<file path="src/rtl/systolic_tile_ctrl_if.sv">
// Scheduler, operand SRAM, PE grid and result-stream signals of systolic_tile_ctrl.
// TPU_CTRL_ACCUM_EN adds the accumulate input (sampled with start).
interface systolic_tile_ctrl_if #(
    parameter int N  = 4,
    parameter int AW = 8
);
    localparam int RW = $clog2(N);

    // Result stream: a row moves on a cycle with res_valid & res_ready; once
    // raised, res_valid and res_data/res_row hold until that transfer happens.
    logic              start;
    logic [AW-1:0]     k_len;
`ifdef TPU_CTRL_ACCUM_EN
    logic              accumulate;
`endif
    logic              busy;
    logic              done;
    logic              a_rd_en;
    logic              b_rd_en;
    logic [AW-1:0]     a_rd_addr;
    logic [AW-1:0]     b_rd_addr;
    logic [8*N-1:0]    a_rd_data;
    logic [8*N-1:0]    b_rd_data;
    logic [8*N-1:0]    arr_a_in;
    logic [8*N-1:0]    arr_b_in;
    logic              arr_clear;
    logic [RW-1:0]     c_row_sel;
    logic [16*N-1:0]   c_row_data;
    logic              res_valid;
    logic              res_ready;
    logic [16*N-1:0]   res_data;
    logic [RW-1:0]     res_row;
    logic [2:0]        dbg_state;

`ifdef TPU_CTRL_ACCUM_EN
    modport master (
        input  start, k_len, accumulate, a_rd_data, b_rd_data, c_row_data, res_ready,
        output busy, done, a_rd_en, b_rd_en, a_rd_addr, b_rd_addr, arr_a_in, arr_b_in,
               arr_clear, c_row_sel, res_valid, res_data, res_row, dbg_state
    );
    modport slave (
        output start, k_len, accumulate, a_rd_data, b_rd_data, c_row_data, res_ready,
        input  busy, done, a_rd_en, b_rd_en, a_rd_addr, b_rd_addr, arr_a_in, arr_b_in,
               arr_clear, c_row_sel, res_valid, res_data, res_row, dbg_state
    );
`else
    modport master (
        input  start, k_len, a_rd_data, b_rd_data, c_row_data, res_ready,
        output busy, done, a_rd_en, b_rd_en, a_rd_addr, b_rd_addr, arr_a_in, arr_b_in,
               arr_clear, c_row_sel, res_valid, res_data, res_row, dbg_state
    );
    modport slave (
        output start, k_len, a_rd_data, b_rd_data, c_row_data, res_ready,
        input  busy, done, a_rd_en, b_rd_en, a_rd_addr, b_rd_addr, arr_a_in, arr_b_in,
               arr_clear, c_row_sel, res_valid, res_data, res_row, dbg_state
    );
`endif
endinterface

</file>
<file path="src/rtl/systolic_tile_ctrl.sv">
// Sequencer for an N x N output-stationary FP8 systolic tile: clear, skewed feed,
// flush, row-by-row drain. TPU_CTRL_ACCUM_EN enables K-split accumulation.
module systolic_tile_ctrl #(
    parameter int N  = 4,
    parameter int AW = 8
) (
    input logic                 clk,
    input logic                 rst,
    systolic_tile_ctrl_if.master bus
);
    localparam int RW = $clog2(N);
    localparam int FW = $clog2(2 * N);
    localparam logic [FW-1:0] FLUSH_LAST = FW'(2 * N - 2);
    localparam logic [RW-1:0] ROW_LAST   = RW'(N - 1);

    typedef enum logic [2:0] {
        IDLE  = 3'd0,
        CLEAR = 3'd1,
        FEED  = 3'd2,
        FLUSH = 3'd3,
        DRAIN = 3'd4
    } state_t;

    state_t          state, state_nxt;
    logic [AW-1:0]   k_reg;
    logic [AW-1:0]   k_cnt;
    logic [FW-1:0]   flush_cnt;
    logic [RW-1:0]   row_cnt;
    logic            done_q;
    logic            accum_q;
    logic            rd_en;
    logic [AW-1:0]   rd_addr;
    logic            feed_last;
    logic            row_accept;
    logic [8*N-1:0]  skew_a;
    logic [8*N-1:0]  skew_b;

    assign feed_last  = (k_cnt == k_reg - AW'(1));
    assign row_accept = (state == DRAIN) && bus.res_ready;

    always_ff @(posedge clk or posedge rst) begin
        if (rst) begin
            state <= IDLE;
        end else begin
            state <= state_nxt;
        end
    end

    always_comb begin
        state_nxt = state;
        rd_en     = 1'b0;
        rd_addr   = '0;
        case (state)
            IDLE: begin
                if (bus.start) state_nxt = CLEAR;
            end
            CLEAR: begin
                rd_en     = (k_reg != '0);
                state_nxt = (k_reg != '0) ? FEED : FLUSH;
            end
            FEED: begin
                // Address k+1 is prefetched so its data lands on the next feed cycle.
                if (!feed_last) begin
                    rd_en   = 1'b1;
                    rd_addr = k_cnt + AW'(1);
                end else begin
                    state_nxt = FLUSH;
                end
            end
            FLUSH: begin
                if (flush_cnt == FLUSH_LAST) state_nxt = DRAIN;
            end
            DRAIN: begin
                if (row_accept && row_cnt == ROW_LAST) state_nxt = IDLE;
            end
            default: state_nxt = IDLE;
        endcase
    end

    always_ff @(posedge clk or posedge rst) begin
        if (rst) begin
            k_reg     <= '0;
            accum_q   <= 1'b0;
            k_cnt     <= '0;
            flush_cnt <= '0;
            row_cnt   <= '0;
            done_q    <= 1'b0;
        end else begin
            if (state == IDLE && bus.start) begin
                k_reg <= bus.k_len;
`ifdef TPU_CTRL_ACCUM_EN
                accum_q <= bus.accumulate;
`else
                accum_q <= 1'b0;
`endif
            end
            k_cnt     <= (state == FEED) ? k_cnt + AW'(1) : '0;
            flush_cnt <= (state == FLUSH) ? flush_cnt + FW'(1) : '0;
            if (row_accept) begin
                row_cnt <= (row_cnt == ROW_LAST) ? '0 : row_cnt + RW'(1);
            end
            done_q <= row_accept && (row_cnt == ROW_LAST);
        end
    end

    // Zeros outside FEED keep the accumulators unchanged during flush and drain.
    assign skew_a = (state == FEED) ? bus.a_rd_data : '0;
    assign skew_b = (state == FEED) ? bus.b_rd_data : '0;

    for (genvar i = 0; i < N; i++) begin : g_skew
        if (i == 0) begin : g_direct
            assign bus.arr_a_in[7:0] = skew_a[7:0];
            assign bus.arr_b_in[7:0] = skew_b[7:0];
        end else begin : g_delay
            logic [7:0] a_sr [0:i-1];
            logic [7:0] b_sr [0:i-1];
            always_ff @(posedge clk or posedge rst) begin
                if (rst) begin
                    for (int s = 0; s < i; s++) begin
                        a_sr[s] <= '0;
                        b_sr[s] <= '0;
                    end
                end else begin
                    a_sr[0] <= skew_a[8*i +: 8];
                    b_sr[0] <= skew_b[8*i +: 8];
                    for (int s = 1; s < i; s++) begin
                        a_sr[s] <= a_sr[s-1];
                        b_sr[s] <= b_sr[s-1];
                    end
                end
            end
            assign bus.arr_a_in[8*i +: 8] = a_sr[i-1];
            assign bus.arr_b_in[8*i +: 8] = b_sr[i-1];
        end
    end

    assign bus.busy      = (state != IDLE);
    assign bus.done      = done_q;
    assign bus.a_rd_en   = rd_en;
    assign bus.b_rd_en   = rd_en;
    assign bus.a_rd_addr = rd_addr;
    assign bus.b_rd_addr = rd_addr;
    assign bus.arr_clear = (state == CLEAR) && !accum_q;
    assign bus.c_row_sel = row_cnt;
    assign bus.res_row   = row_cnt;
    assign bus.res_valid = (state == DRAIN);
    assign bus.res_data  = (state == DRAIN) ? bus.c_row_data : '0;
    assign bus.dbg_state = state;
endmodule
</file>
<file path="src/flat_wrapper.sv">
// flat-port wrapper written by rule: the top's interface ports become plain ports
module systolic_tile_ctrl_flat 
#(
    parameter int N  = 4,
    parameter int AW = 8
)
  (clk, rst, bus_start, bus_k_len, bus_a_rd_data, bus_b_rd_data, bus_c_row_data, bus_res_ready, bus_busy, bus_done, bus_a_rd_en, bus_b_rd_en, bus_a_rd_addr, bus_b_rd_addr, bus_arr_a_in, bus_arr_b_in, bus_arr_clear, bus_c_row_sel, bus_res_valid, bus_res_data, bus_res_row, bus_dbg_state);
  systolic_tile_ctrl_if #(.N(N), .AW(AW)) bus_i ();
  input logic clk;
  input logic rst;
  input wire logic [$bits(bus_i.start)-1:0] bus_start;
  input wire logic [$bits(bus_i.k_len)-1:0] bus_k_len;
  input wire logic [$bits(bus_i.a_rd_data)-1:0] bus_a_rd_data;
  input wire logic [$bits(bus_i.b_rd_data)-1:0] bus_b_rd_data;
  input wire logic [$bits(bus_i.c_row_data)-1:0] bus_c_row_data;
  input wire logic [$bits(bus_i.res_ready)-1:0] bus_res_ready;
  output wire logic [$bits(bus_i.busy)-1:0] bus_busy;
  output wire logic [$bits(bus_i.done)-1:0] bus_done;
  output wire logic [$bits(bus_i.a_rd_en)-1:0] bus_a_rd_en;
  output wire logic [$bits(bus_i.b_rd_en)-1:0] bus_b_rd_en;
  output wire logic [$bits(bus_i.a_rd_addr)-1:0] bus_a_rd_addr;
  output wire logic [$bits(bus_i.b_rd_addr)-1:0] bus_b_rd_addr;
  output wire logic [$bits(bus_i.arr_a_in)-1:0] bus_arr_a_in;
  output wire logic [$bits(bus_i.arr_b_in)-1:0] bus_arr_b_in;
  output wire logic [$bits(bus_i.arr_clear)-1:0] bus_arr_clear;
  output wire logic [$bits(bus_i.c_row_sel)-1:0] bus_c_row_sel;
  output wire logic [$bits(bus_i.res_valid)-1:0] bus_res_valid;
  output wire logic [$bits(bus_i.res_data)-1:0] bus_res_data;
  output wire logic [$bits(bus_i.res_row)-1:0] bus_res_row;
  output wire logic [$bits(bus_i.dbg_state)-1:0] bus_dbg_state;
  assign bus_i.start = bus_start;
  assign bus_i.k_len = bus_k_len;
  assign bus_i.a_rd_data = bus_a_rd_data;
  assign bus_i.b_rd_data = bus_b_rd_data;
  assign bus_i.c_row_data = bus_c_row_data;
  assign bus_i.res_ready = bus_res_ready;
  assign bus_busy = bus_i.busy;
  assign bus_done = bus_i.done;
  assign bus_a_rd_en = bus_i.a_rd_en;
  assign bus_b_rd_en = bus_i.b_rd_en;
  assign bus_a_rd_addr = bus_i.a_rd_addr;
  assign bus_b_rd_addr = bus_i.b_rd_addr;
  assign bus_arr_a_in = bus_i.arr_a_in;
  assign bus_arr_b_in = bus_i.arr_b_in;
  assign bus_arr_clear = bus_i.arr_clear;
  assign bus_c_row_sel = bus_i.c_row_sel;
  assign bus_res_valid = bus_i.res_valid;
  assign bus_res_data = bus_i.res_data;
  assign bus_res_row = bus_i.res_row;
  assign bus_dbg_state = bus_i.dbg_state;
  systolic_tile_ctrl #(.N(N), .AW(AW)) u_core (.clk(clk), .rst(rst), .bus(bus_i));
endmodule
</file>
<file path="config.mk">
export PLATFORM = sky130hd
export DESIGN_NAME = systolic_tile_ctrl_flat
export DESIGN_NICKNAME = d
export VERILOG_FILES = /design/src/rtl/systolic_tile_ctrl_if.sv /design/src/rtl/systolic_tile_ctrl.sv /design/src/flat_wrapper.sv
export SDC_FILE = /design/constraint.sdc
export NUM_CORES = 1
export LEC_CHECK = 0
export BUFFER_PORTS_ARGS = -buffer_cell sky130_fd_sc_hd__buf_2
export CAP_MARGIN = 20
export CORE_MARGIN = 8
export CORE_UTILIZATION = 35
export DETAILED_ROUTE_END_ITERATION = 8
export HOLD_SLACK_MARGIN = 0.1
export PLACE_DENSITY = 0.7
export SLEW_MARGIN = 20
export SYNTH_ARGS = -nofsm -noshare
export SYNTH_HDL_FRONTEND = slang
export SYNTH_SLANG_ARGS = --single-unit
</file>
<file path="constraint.sdc">
create_clock -name clk -period 10.1 [get_ports clk]
set_clock_uncertainty 0.05 [all_clocks]
set_input_delay 0.505 -clock clk [delete_from_list [all_inputs] [get_ports clk]]
set_output_delay 0.505 -clock clk [all_outputs]
set_load 0.02 [all_outputs]
</file>
**Word-level counts from Yosys, hierarchy flattened**

Cells that the tools add are included.

- Logic and storage cells: 56
- Bits in registers: 121
- Input bits: 140
- Output and inout bits: 157

- Reductions and logical operators: 7
- $add $sub $neg: 4
- Eq/ne operators: 11
- Mux-type cells: 16

Operators by type and width:

| operator | count |
|---|---|
| 32-bit 2-to-1 mux | 2 |
| 64-bit 2-to-1 mux | 1 |
| 8-bit 2-to-1 mux | 3 |
| 3-bit 2-to-1 mux | 5 |
| 3-bit one-hot mux with 5 select lines | 1 |
| 8-bit by 1-bit adder with 8-bit output (second input constant) | 1 |
| 8-bit equality test | 1 |
| 8-bit nonzero test | 1 |
| 8-bit by 1-bit subtractor with 8-bit output (second input constant) | 1 |
| 3-bit by 2-bit equality test with 1-bit output (second input constant) | 2 |
| 3-bit equality test (second input constant) | 2 |
| 2-bit by 1-bit inequality test with 1-bit output (second input constant) | 3 |
| 4-bit AND reduction | 1 |
| 3-bit by 1-bit adder with 3-bit output (second input constant) | 1 |
| 3-bit by 1-bit equality test with 1-bit output (second input constant) | 1 |
| 1-bit logical AND | 3 |
| 3-bit zero test | 1 |
| 3-bit nonzero test | 1 |
| 2-bit by 1-bit adder with 2-bit output (second input constant) | 1 |
| 2-bit equality test (second input constant) | 1 |
| 1-bit 2-to-1 mux | 2 |
| 2-bit 2-to-1 mux | 1 |
| 2-bit inequality test (second input constant) | 1 |
| 1-bit one-hot mux with 2 select lines | 1 |

**Longest topological paths before layout**

Gate-level depths: netlist (run 1).

- Depth after elaboration: 5
- Depth in mapped cells: 9
- Mapped depth without buffers: 7

**Worst setup path before layout (run 1)**

OpenSTA, ideal clock, no wires.

- Kind: reg-to-output
- Start: reg u_core.state[0] (netlist: u_core.bus.dbg_state[0])
- End: out bus_b_rd_addr[5]
- Data required time: 9545 ps
- Arrival time: 2208 ps
- Slack: 7337 ps
- Buffers on the path: 4
- Stages on the path, launching flop included: 7
- Path through: dfrtp_1 > buf_6 > or3b_2 > clkbuf_1 > buf_6 > nor3_1 > buf_4

- Cells in the longest elaborated chain, start to end: 2

Ends and longest elaborated chain:

| item | RTL line | text |
|---|---|---|
| start: declaration | systolic_tile_ctrl.sv:24 | `state_t state, state_nxt;` |
| start signal: assignment | systolic_tile_ctrl.sv:45 | `state <= state_nxt;` |
| 3-bit by 2-bit equality test with 1-bit output | systolic_tile_ctrl.sv:53 | `case (state)` |
| 8-bit 2-to-1 mux | systolic_tile_ctrl.sv:53 |  |
| end: declaration | flat_wrapper.sv:22 | `output wire logic [$bits(bus_i.b_rd_addr)-1:0] bus_b_rd_addr;` |

No other way between the ends.

**Worst setup path after layout (run 1)**

- Start: reg u_core.k_reg[0]
- End: out bus_a_rd_en

- Cells in the longest elaborated chain, start to end: 4
- Elaborated cells on any way between the ends: 5
- Classes of those cells: add/sub (1); eq/ne (1); mux (2); reduce/logical (1)

Ends and longest elaborated chain:

| item | RTL line | text |
|---|---|---|
| start: declaration | systolic_tile_ctrl.sv:25 | `logic [AW-1:0] k_reg;` |
| start signal: assignment | systolic_tile_ctrl.sv:90 | `k_reg <= bus.k_len;` |
| 8-bit by 1-bit subtractor with 8-bit output | systolic_tile_ctrl.sv:38 | `assign feed_last = (k_cnt == k_reg - AW'(1));` |
| 8-bit equality test | systolic_tile_ctrl.sv:38 |  |
| 1-bit 2-to-1 mux | systolic_tile_ctrl.sv:63 | `if (!feed_last) begin` |
| 1-bit one-hot mux with 2 select lines (*) | systolic_tile_ctrl.sv:53 |  |
| end: declaration | flat_wrapper.sv:19 | `output wire logic [$bits(bus_i.a_rd_en)-1:0] bus_a_rd_en;` |

Mark *: on every way between the ends. The rest lies on a longest branch, timed or not.

==> metrics.txt, run 1 <==
status=finished clean; WL final=between 10000 and 15000 um; Post-Layout Cell Count=around 880; Routed Antenna Nets=0; grt ovf=0; fmax=0.314 GHz; final setup fails=0; DRC Markers=0; DR iter-0 viols=122; hold_buf cts=0; Async S/R FF share, synth=1.00; global routing usage on met3=0.0675; die span in x=approximately 140 um; Num CTS Buffers=17; Worst Max-Slew Pin Slew=just under 0.8 ns; Synth Instances=approximately 440; Post-Syn Area=roughly 5100 um2; Synth Register Bits=121; final hold slack=slightly below 0.2 ns; crit-path cells=inv_1 -> ha_1 -> nor2b_1 -> or3_1 -> a31oi_1 -> o2111a_1 -> o21ai_1 -> buf_2; later-pin clock latency in the skew report=roughly 0.4 ns; Mapped Avg Cell Area=approximately 12 um2; dominant cell type by area after synthesis=dfrtp_1; nets@finish=about 830; VDD IR max=around 0.13 mV; DR vias/cell=roughly 4.1; M1 GR Usage=0.171; CP top delay family=compound AO/OA/AOI/OAI gates; Cell Rows=44; # resized after CTS=0; synth unique cells=38; GRT busiest layer=met2; CTS tree=built; setup_tns=0 ns; post-CTS setup buffer count=0; crit-path max cell delay=0.48 ns; Final Max Tran Viols=0; Clock Tree Buf Depth=2; die footprint=around 19000 um2; routed vias=approximately 3600; Synth Area in Adders=0.0146; Setup crit start kind=flop; Cells after DPL=~850; Final period util=0.315; Synth Flop Type=dfrtp_1; antenna violations before repair=2; worst rel slew slack=0.470; Post-Synth Simple-Gate Area=0.223; slowest cell on the critical path=o2111a_1; First-pass DRT Iterations=4; Synth Warn #=0; drt wl/cell=between 15 and 20 um; routing usage on met2=0.224; critical path fanouts, max=10; port bufs=296; Final Hold Fails=0; crit end category=primary output; RSZ-0062 raised after global routing=false; Initial Utilization=0.357; Crit path arrival time=~2.6 ns; Die Y=~140 um; dpl hpwl=about 11000 um; crit path time final=about 3.2 ns; Max-Cap Viols=0; PwrDens=273 nW/um2; root buf cell=clkbuf_16; worst hold path type=primary input to async pin; Core Util, Final=0.486; Synth Area in XOR/XNOR=0.0272; vias in the first global route=around 3700; Synth top area share=0.589; register area share after synthesis=0.589; Area Growth Syn to Fin=36.2%; htree depth=4; global-route wire length before repair=roughly 21000 um; Data required, critical path=approximately 9.6 ns; Worst-path clk slew=0.06 ns; largest family of logic cells by synthesized area=simple AND/OR/NAND/NOR gates; number of flops mapped to enable cells by yosys=0; post-synthesis mux area share=0.0175; Syn Nets=587; total track usage=0.143; share of layout cells above drive strength 1=0.496; routability cong.=0.907; Core Area=roughly 14000 um2; top flop regs=u_core.g_skew.g_delay.a_sr (32), u_core.g_skew.g_delay.b_sr (32); largest net degree at the start of global routing=68; Bufs and invs on worst path=2; number of I/O pins=297; compound-cell area share of the yosys netlist=0.0202; Setup CP Type=flop to primary output; Synth area leaders=dfrtp_1, and2_1, buf_4, xnor2_1, mux2_2; clk sinks=roughly 120; LEAKAGE=3.91 nW
==> synthesized netlist by cell type, types with 2 or more instances <==
| cell | count |
|---|---|
| and2_1 | 130 |
| dfrtp_1 | 121 |
| buf_4 | 61 |
| clkbuf_1 | 15 |
| nor2_1 | 15 |
| xnor2_1 | 12 |
| nand2_1 | 11 |
| nor3_1 | 10 |
| mux2_2 | 7 |
| ha_1 | 6 |
| inv_1 | 5 |
| nand3_1 | 4 |
| nor2b_1 | 4 |
| o21ai_0 | 4 |
| xor2_1 | 4 |
| a31oi_1 | 3 |
| and3_1 | 2 |
| and3b_1 | 2 |
| buf_6 | 2 |
| nand3b_1 | 2 |
| nor3_2 | 2 |
| nor3b_1 | 2 |
| or3_1 | 2 |
==> cell usage in the layout, fill, tap and decap left out, types with 2 or more instances in the layout <==
cell type / netlist / routed
a31oi_1: 3 / 3
or3_1: 2 / 2
nand3_1: 4 / 4
mux2_2: 7 / 7
ha_1: 6 / 6
inv_1: 5 / 4
clkbuf_16: 0 / 17
nand3b_1: 2 / 2
nor3_2: 2 / 2
and2_1: 130 / 130
clkinvlp_4: 0 / 2
and3_1: 2 / 2
nor2b_1: 4 / 4
nor2_1: 15 / 15
nor3_1: 10 / 10
xnor2_1: 12 / 12
and3b_1: 2 / 2
bufinv_16: 0 / 5
clkinv_4: 0 / 5
diode_2: 0 / 2
buf_4: 61 / 3
dfrtp_1: 121 / 121
nand2_1: 11 / 11
xor2_1: 4 / 4
o21ai_0: 4 / 4
buf_2: 1 / 296
==> path summary, 6_finish.rpt <==
check / start / end / slack, ns / depth (start not counted)
hold / removal: rst / u_core.g_skew[1].g_delay.b_sr[5] / 0.20 / 2
setup / recovery: u_core.k_reg[0] / bus_a_rd_en / 6.92 / 8
min in group clk: bus_a_rd_data[16] / u_core.g_skew[2].g_delay.a_sr[8] / 0.25 / 2
setup reg to reg: u_core.k_reg[0] / u_core.bus.dbg_state[0] / 7.94 / 7
max in group asynchronous: rst / u_core.k_reg[0] / 8.62 / 3
hold reg to reg: u_core.g_skew[3].g_delay.b_sr[8] / u_core.bus.arr_b_in[24] / 0.29 / 0
==> area by class of cell <==
cell class	count	area (um2)
flip-flops and latches	121	3030
repair buffers	299	1500
multi-input cells	236	1570
clock inverters	14	223
clock buffers	18	429
fillers	1363	7420
well taps	184	230
inverters	5	21.3
diodes	2	5.00
==> power by group <==
group | switching (mW) | internal [mW] | total (mW)
Combinational | 0.340 | 0.209 | 0.550
Sequential | 0.0735 | 0.638 | 0.712
Clock | 0.213 | 0.439 | 0.653
Total | 0.627 | 1.29 | 1.91
==> cell families after synthesis <==
group                    count (synthesis)
AO/OA/AOI/OAI                           15
buffers and inverters                   84
adder cells (fa/ha/maj)                  6
multiplexers                             8
XOR/XNOR                                16
AND/OR/NAND/NOR                        191
flip-flops                             121
==> per-stage QoR <==
step | total power [mW] | setup WS (ns) | instance area, um2
after floorplan | 1.18 | 6.33 | 5140
after global placement | 1.27 | 7.42 | 6350
after detailed placement | 1.28 | 7.35 | 6350
after CTS | 1.94 | 6.90 | 7000
after global routing | 2.03 | 6.74 | 7000
final | 1.91 | 6.92 | 7010
==> worst reg2reg max path, cell delays in order, from the launching register on <==
cell      delay [ns]
dfrtp_1         0.40
inv_1           0.10
ha_1            0.26
nor2b_1         0.14
or3_1           0.34
a31oi_1         0.17
o2111a_1        0.48
o21a_1          0.17
==> metal layers <==
metal / wire [um] / part of all wire
met1: 5500 / 0.40
met2: 6760 / 0.49
met3: 1240 / 0.091
met4: 161 / 0.012
met5: 12 / 0.00088
Power figures use the tool's default switching activity.
==> run 2, diff against run 1 <==
==> constraint.sdc (replaced) <==
create_clock -name clk -period 2.93 [get_ports clk]
set_clock_uncertainty 0.05 [all_clocks]
set_input_delay 0.1465 -clock clk [delete_from_list [all_inputs] [get_ports clk]]
set_output_delay 0.1465 -clock clk [all_outputs]
set_load 0.02 [all_outputs]
==> metrics.txt, run 2 (synthesis gave the netlist of run 1 again) <==
grt ovf=0; sw power=roughly 2.2 mW; DR iter-0 viols=roughly 190; port bufs=~300; commonest non-fill, non-tap cell in the layout=buf_2; nets@finish=885; Final Instance Area=about 7600 um2; DR vias/cell=between 4 and 5; antenna violations before repair=3; drt wl/cell=around 15 um; VDD IR max=between 0.4 and 0.5 mV; Clk pwr share=0.322; crit end category=primary output; Cell Rows=44; Crit path arrival time=between 2 and 2.5 ns; final hold slack=0.152 ns; Worst-path clk slew=0.06 ns; routed vias=just under 4000; critical path fanouts, max=10; First-pass DRT Iterations=4; setup_tns=0 ns; crit path time final=roughly 2.7 ns; slowest cell on the critical path=dfrtp_1; DRC Markers=0; Setup CP Type=flop to primary output; Worst Max-Slew Pin Slew=around 0.73 ns; CTS tree=built; Int Pwr=approximately 4.3 mW; commonest cells after routing, fill and taps aside=buf_2, and2_1, dfrtp_1; Initial Utilization=0.357; dpl hpwl=10600 um; largest net degree at the start of global routing=68; Routed Antenna Nets=0; Cells after DPL=about 850; Clock Tree Buf Depth=2; Core Area=~14000 um2; Data required, critical path=2.73 ns; global-route wire length before repair=about 22000 um; crit-path cells=inv_1 -> ha_1 -> nor2b_1 -> or3_1 -> a31oi_1 -> o2111a_2 -> o21ai_1 -> buf_2; status=finished clean; Num CTS Buffers=17; die footprint=approximately 19000 um2; final worst slack=roughly 0.26 ns; crit-path max cell delay=0.39 ns; Final period util=0.912; htree depth=4; LEAKAGE=4.13 nW; Place WS=0.568 ns; root buf cell=clkbuf_16; vias in the first global route=between 4000 and 5000; later-pin clock latency in the skew report=between 0.4 and 0.5 ns; Final Max Tran Viols=0; worst hold path type=primary input to flop; Bufs and invs on worst path=2; RSZ-0062 raised after global routing=false; total track usage=0.149; routability cong.=about 0.84; top flop regs=u_core.g_skew.g_delay.a_sr (32), u_core.g_skew.g_delay.b_sr (32); sw frac=0.336; Die Y=137 um; Final Hold Fails=0; Tot Pwr=~6.5 mW; CP top delay family=compound AO/OA/AOI/OAI gates; final setup fails=0; fmax=approximately 0.37 GHz; die span in x=between 100 and 150 um; Area Growth Syn to Fin=47.3%; Max-Cap Viols=0; PwrDens=roughly 860 nW/um2; clk sinks=121; placed inst area=roughly 6400 um2; FILL cells=1285; Core Util, Final=0.525; Reg power frac=0.377; combinational group share of total power=0.300; WL final=between 10000 and 15000 um; Setup crit start kind=flop; number of I/O pins=a little under 300; Post-Layout Cell Count=around 940; share of layout cells above drive strength 1=0.461; worst rel slew slack=0.512
[run 2: cell count changes in the layout (fill, tap and decap cells not counted), sizes merged]
| cell | change |
|---|---|
| buf | +1 |
| bufinv | -3 |
| clkbuf | +3 |
| clkinv | -4 |
| clkinvlp | +3 |
| dlygate4sd3 | +58 |
| inv | +1 |
[run 2: worst paths after layout]
| path | startpoint | endpoint | slack [ns] | cells past startpoint |
|---|---|---|---|---|
| worst max-delay path | u_core.k_reg[0] | bus_b_rd_en | 0.26 | 8 |
| worst min-delay path | bus_start | u_core.bus.dbg_state[0] | 0.15 | 4 |
| worst max register to register | u_core.k_reg[0] | u_core.bus.dbg_state[0] | 0.92 | 7 |
| worst min register to register | u_core.g_skew[3].g_delay.b_sr[13] | u_core.bus.arr_b_in[29] | 0.29 | 0 |
| max in group asynchronous | rst | u_core.bus.arr_a_in[20] | 1.71 | 4 |
| min in group asynchronous | rst | u_core.bus.arr_a_in[26] | 0.36 | 3 |
[run 2: what timing repair did]
item                       in CTS  in global routing
resized for setup               0                  1
hold buffers                   58                  0
buffers inserted                0                  0
hold endpoints to repair       90                  0
setup endpoints to repair       0                 16
[run 2: worst reg2reg max path, delay by kind of cell, from the launching register on]
family	cells	cell delay (ns)
buffers and inverters	1	0.09
adder cells (fa/ha/maj)	1	0.26
AO/OA/AOI/OAI	3	0.68
flip-flops	1	0.39
AND/OR/NAND/NOR	2	0.48
[run 2: layout make-up]
type	instances	area, um2	area share
sequential	121	3030	0.400
clock buffer	21	480	0.0634
tap	184	230	0.0304
inverter	5	22.5	0.00297
clock inverter	11	136	0.0180
multi-input combinational	236	1570	0.207
antenna	2	5.00	0.000661
timing repair buffer	358	2100	0.278
[run 2: per-layer routing]
metal  part of all wire  vias up  track usage
met3               0.10       15       0.0693
met2               0.49      167        0.239
met1               0.39     1777        0.174
met4              0.014        2       0.0459
li1                   -     1928            -
met5            0.00078        -            0
[run 2: power groups by stage]
stage          clock [mW]  sequential [mW]  combinational (mW)
5_1_grt              2.26             2.53                2.15
3_5_place_dp            0             2.49                1.93
3_3_place_gp            0             2.46                1.91
6_report             2.10             2.46                1.96
2_1_floorplan           0             2.53                1.54
4_1_cts              2.17             2.47                2.00
==> run 3, diff against run 2 <==
--- a/config.mk
+++ b/config.mk
@@ -9,6 +9,7 @@
 export CAP_MARGIN = 20
 export CORE_MARGIN = 8
 export CORE_UTILIZATION = 35
+export CTS_BUF_LIST = sky130_fd_sc_hd__clkbuf_8
 export DETAILED_ROUTE_END_ITERATION = 8
 export HOLD_SLACK_MARGIN = 0.1
 export PLACE_DENSITY = 0.7
==> metrics.txt, run 3 (synthesis gave the netlist of run 1 again) <==
status=finished clean; post-CTS setup buffer count=0; port bufs=between 200 and 300; Final Max Tran Viols=0; RSZ-0062 raised after global routing=false; LEAKAGE=around 4.1 nW; routed vias=a little under 4000; final setup fails=0; commonest non-fill, non-tap cell in the layout=buf_2; critical path fanouts, max=10; Die Y=137 um; routability cong.=0.838; global-route wire length before repair=roughly 22000 um; crit end category=primary output; VDD IR max=0.410 mV; Tot Pwr=5.95 mW; commonest cells after routing, fill and taps aside=buf_2, and2_1, dfrtp_1; WHS Endpoint=u_core.bus.arr_b_in[29]; Initial Utilization=0.357; Routed Antenna Nets=0; WHS Path Cells=0; Setup CP Type=flop to primary output; die footprint=around 19000 um2; R2R Path End=u_core.bus.dbg_state[0]; top flop regs=u_core.g_skew.g_delay.a_sr (32), u_core.g_skew.g_delay.b_sr (32); Crit path arrival time=2.50 ns; DRC Markers=0; crit path time final=approximately 2.7 ns; dpl hpwl=between 10000 and 15000 um; WL final=about 14000 um; Num CTS Buffers=17; nets@finish=between 800 and 900; First-pass DRT Iterations=4; largest net degree at the start of global routing=between 60 and 70; total track usage=0.150; Final Hold Fails=0; drt wl/cell=between 10 and 15 um; Clock Tree Buf Depth=2; Area Growth Syn to Fin=43.7%; DR iter-0 viols=about 190; grt ovf=0; antenna violations before repair=3; PwrDens=just over 800 nW/um2; share of layout cells above drive strength 1=0.461; later-pin clock latency in the skew report=around 0.43 ns; Worst-path clk slew=0.08 ns; die span in x=approximately 140 um; vias in the first global route=4204; worst r2r path cells=7; clk sinks=between 100 and 150; DR vias/cell=4.17; root buf cell=clkbuf_8; worst hold path type=flop to flop; fmax=0.371 GHz; R2R Path Start=u_core.k_reg[0]; htree depth=4; R2R Setup Slk=~0.92 ns; Max-Cap Viols=0; worst hold path startpoint=u_core.g_skew[3].g_delay.b_sr[13]; Final period util=0.921; Worst Max-Slew Pin Slew=0.734 ns; worst rel slew slack=0.509; setup_tns=0 ns; Data required, critical path=around 2.7 ns; Core Area=approximately 14000 um2; CTS tree=built; Cell Rows=44; Setup crit start kind=flop; number of I/O pins=a little under 300
## run 3: metal layers
| layer | up-vias | global-route usage | part of all wire |
|---|---|---|---|
| met5 | - | 0 | 0.00093 |
| met4 | 2 | 0.0543 | 0.017 |
| met3 | 22 | 0.0671 | 0.10 |
| met2 | 164 | 0.243 | 0.50 |
| met1 | 1805 | 0.173 | 0.39 |
| li1 | 1926 | - | - |
## run 3: cell type report
class                           instances  area (um2)
Antenna cell                            2        5.00
Clock buffer                           21         289
Clock inverter                         11         136
Fill cell                            1312        7030
Inverter                                5        22.5
Multi-Input combinational cell        236        1570
Sequential cell                       121        3030
Tap cell                              184         230
Timing Repair Buffer                  359        2110
## run 3: worst max-delay path by stage
stage,startpoint,end,slack (ns),cells past startpoint
2_1_floorplan,u_core.bus.dbg_state[0],bus_b_rd_addr[5],0.53,6
3_3_place_gp,u_core.k_reg[0],bus_b_rd_addr[0],0.62,8
3_5_place_dp,u_core.k_reg[0],bus_b_rd_addr[0],0.57,8
4_1_cts,u_core.k_reg[0],bus_b_rd_addr[0],0.07,8
5_1_grt,u_core.k_reg[0],bus_b_rd_en,0.02,8
6_report,u_core.k_reg[0],bus_b_rd_en,0.23,8
## run 3: worst max-delay path, stage by stage (launching register included)
cell and delay [ns]:
dfrtp_1 0.40, inv_1 0.09, ha_1 0.25, nor2b_1 0.14, or3_1 0.34, a31oi_1 0.17
o2111a_2 0.37, o21ai_1 0.12, buf_2 0.19
## run 3: through the flow
stage / hold slack, ns / instance area [um2] / utilization / worst slack [ns] / std cells
floorplan: 0.213 / 5150 / - / 0.526 / 441
global placement: 0.257 / 6370 / 0.442 / 0.621 / 846
detailed placement: 0.267 / 6370 / 0.442 / 0.568 / 846
CTS: 0.296 / 7390 / 0.512 / 0.0650 / 937
global route: 0.299 / 7390 / 0.513 / 0.0180 / 939
finish: 0.294 / 7390 / 0.513 / 0.232 / 939
## run 3: what timing repair did
action | in CTS | in global routing
setup endpoints to repair | 0 | 18
hold buffers | 59 | 0
resized for setup | 0 | 1
endpoints found under the hold margin | 91 | 0
## run 3: where the power goes
part / leakage [nW] / internal, mW / switching, mW
registers: 1.56 / 2.20 / 0.257
logic: 2.28 / 0.776 / 1.19
clock network: 0.203 / 0.860 / 0.677
total: 4.05 / 3.83 / 2.12
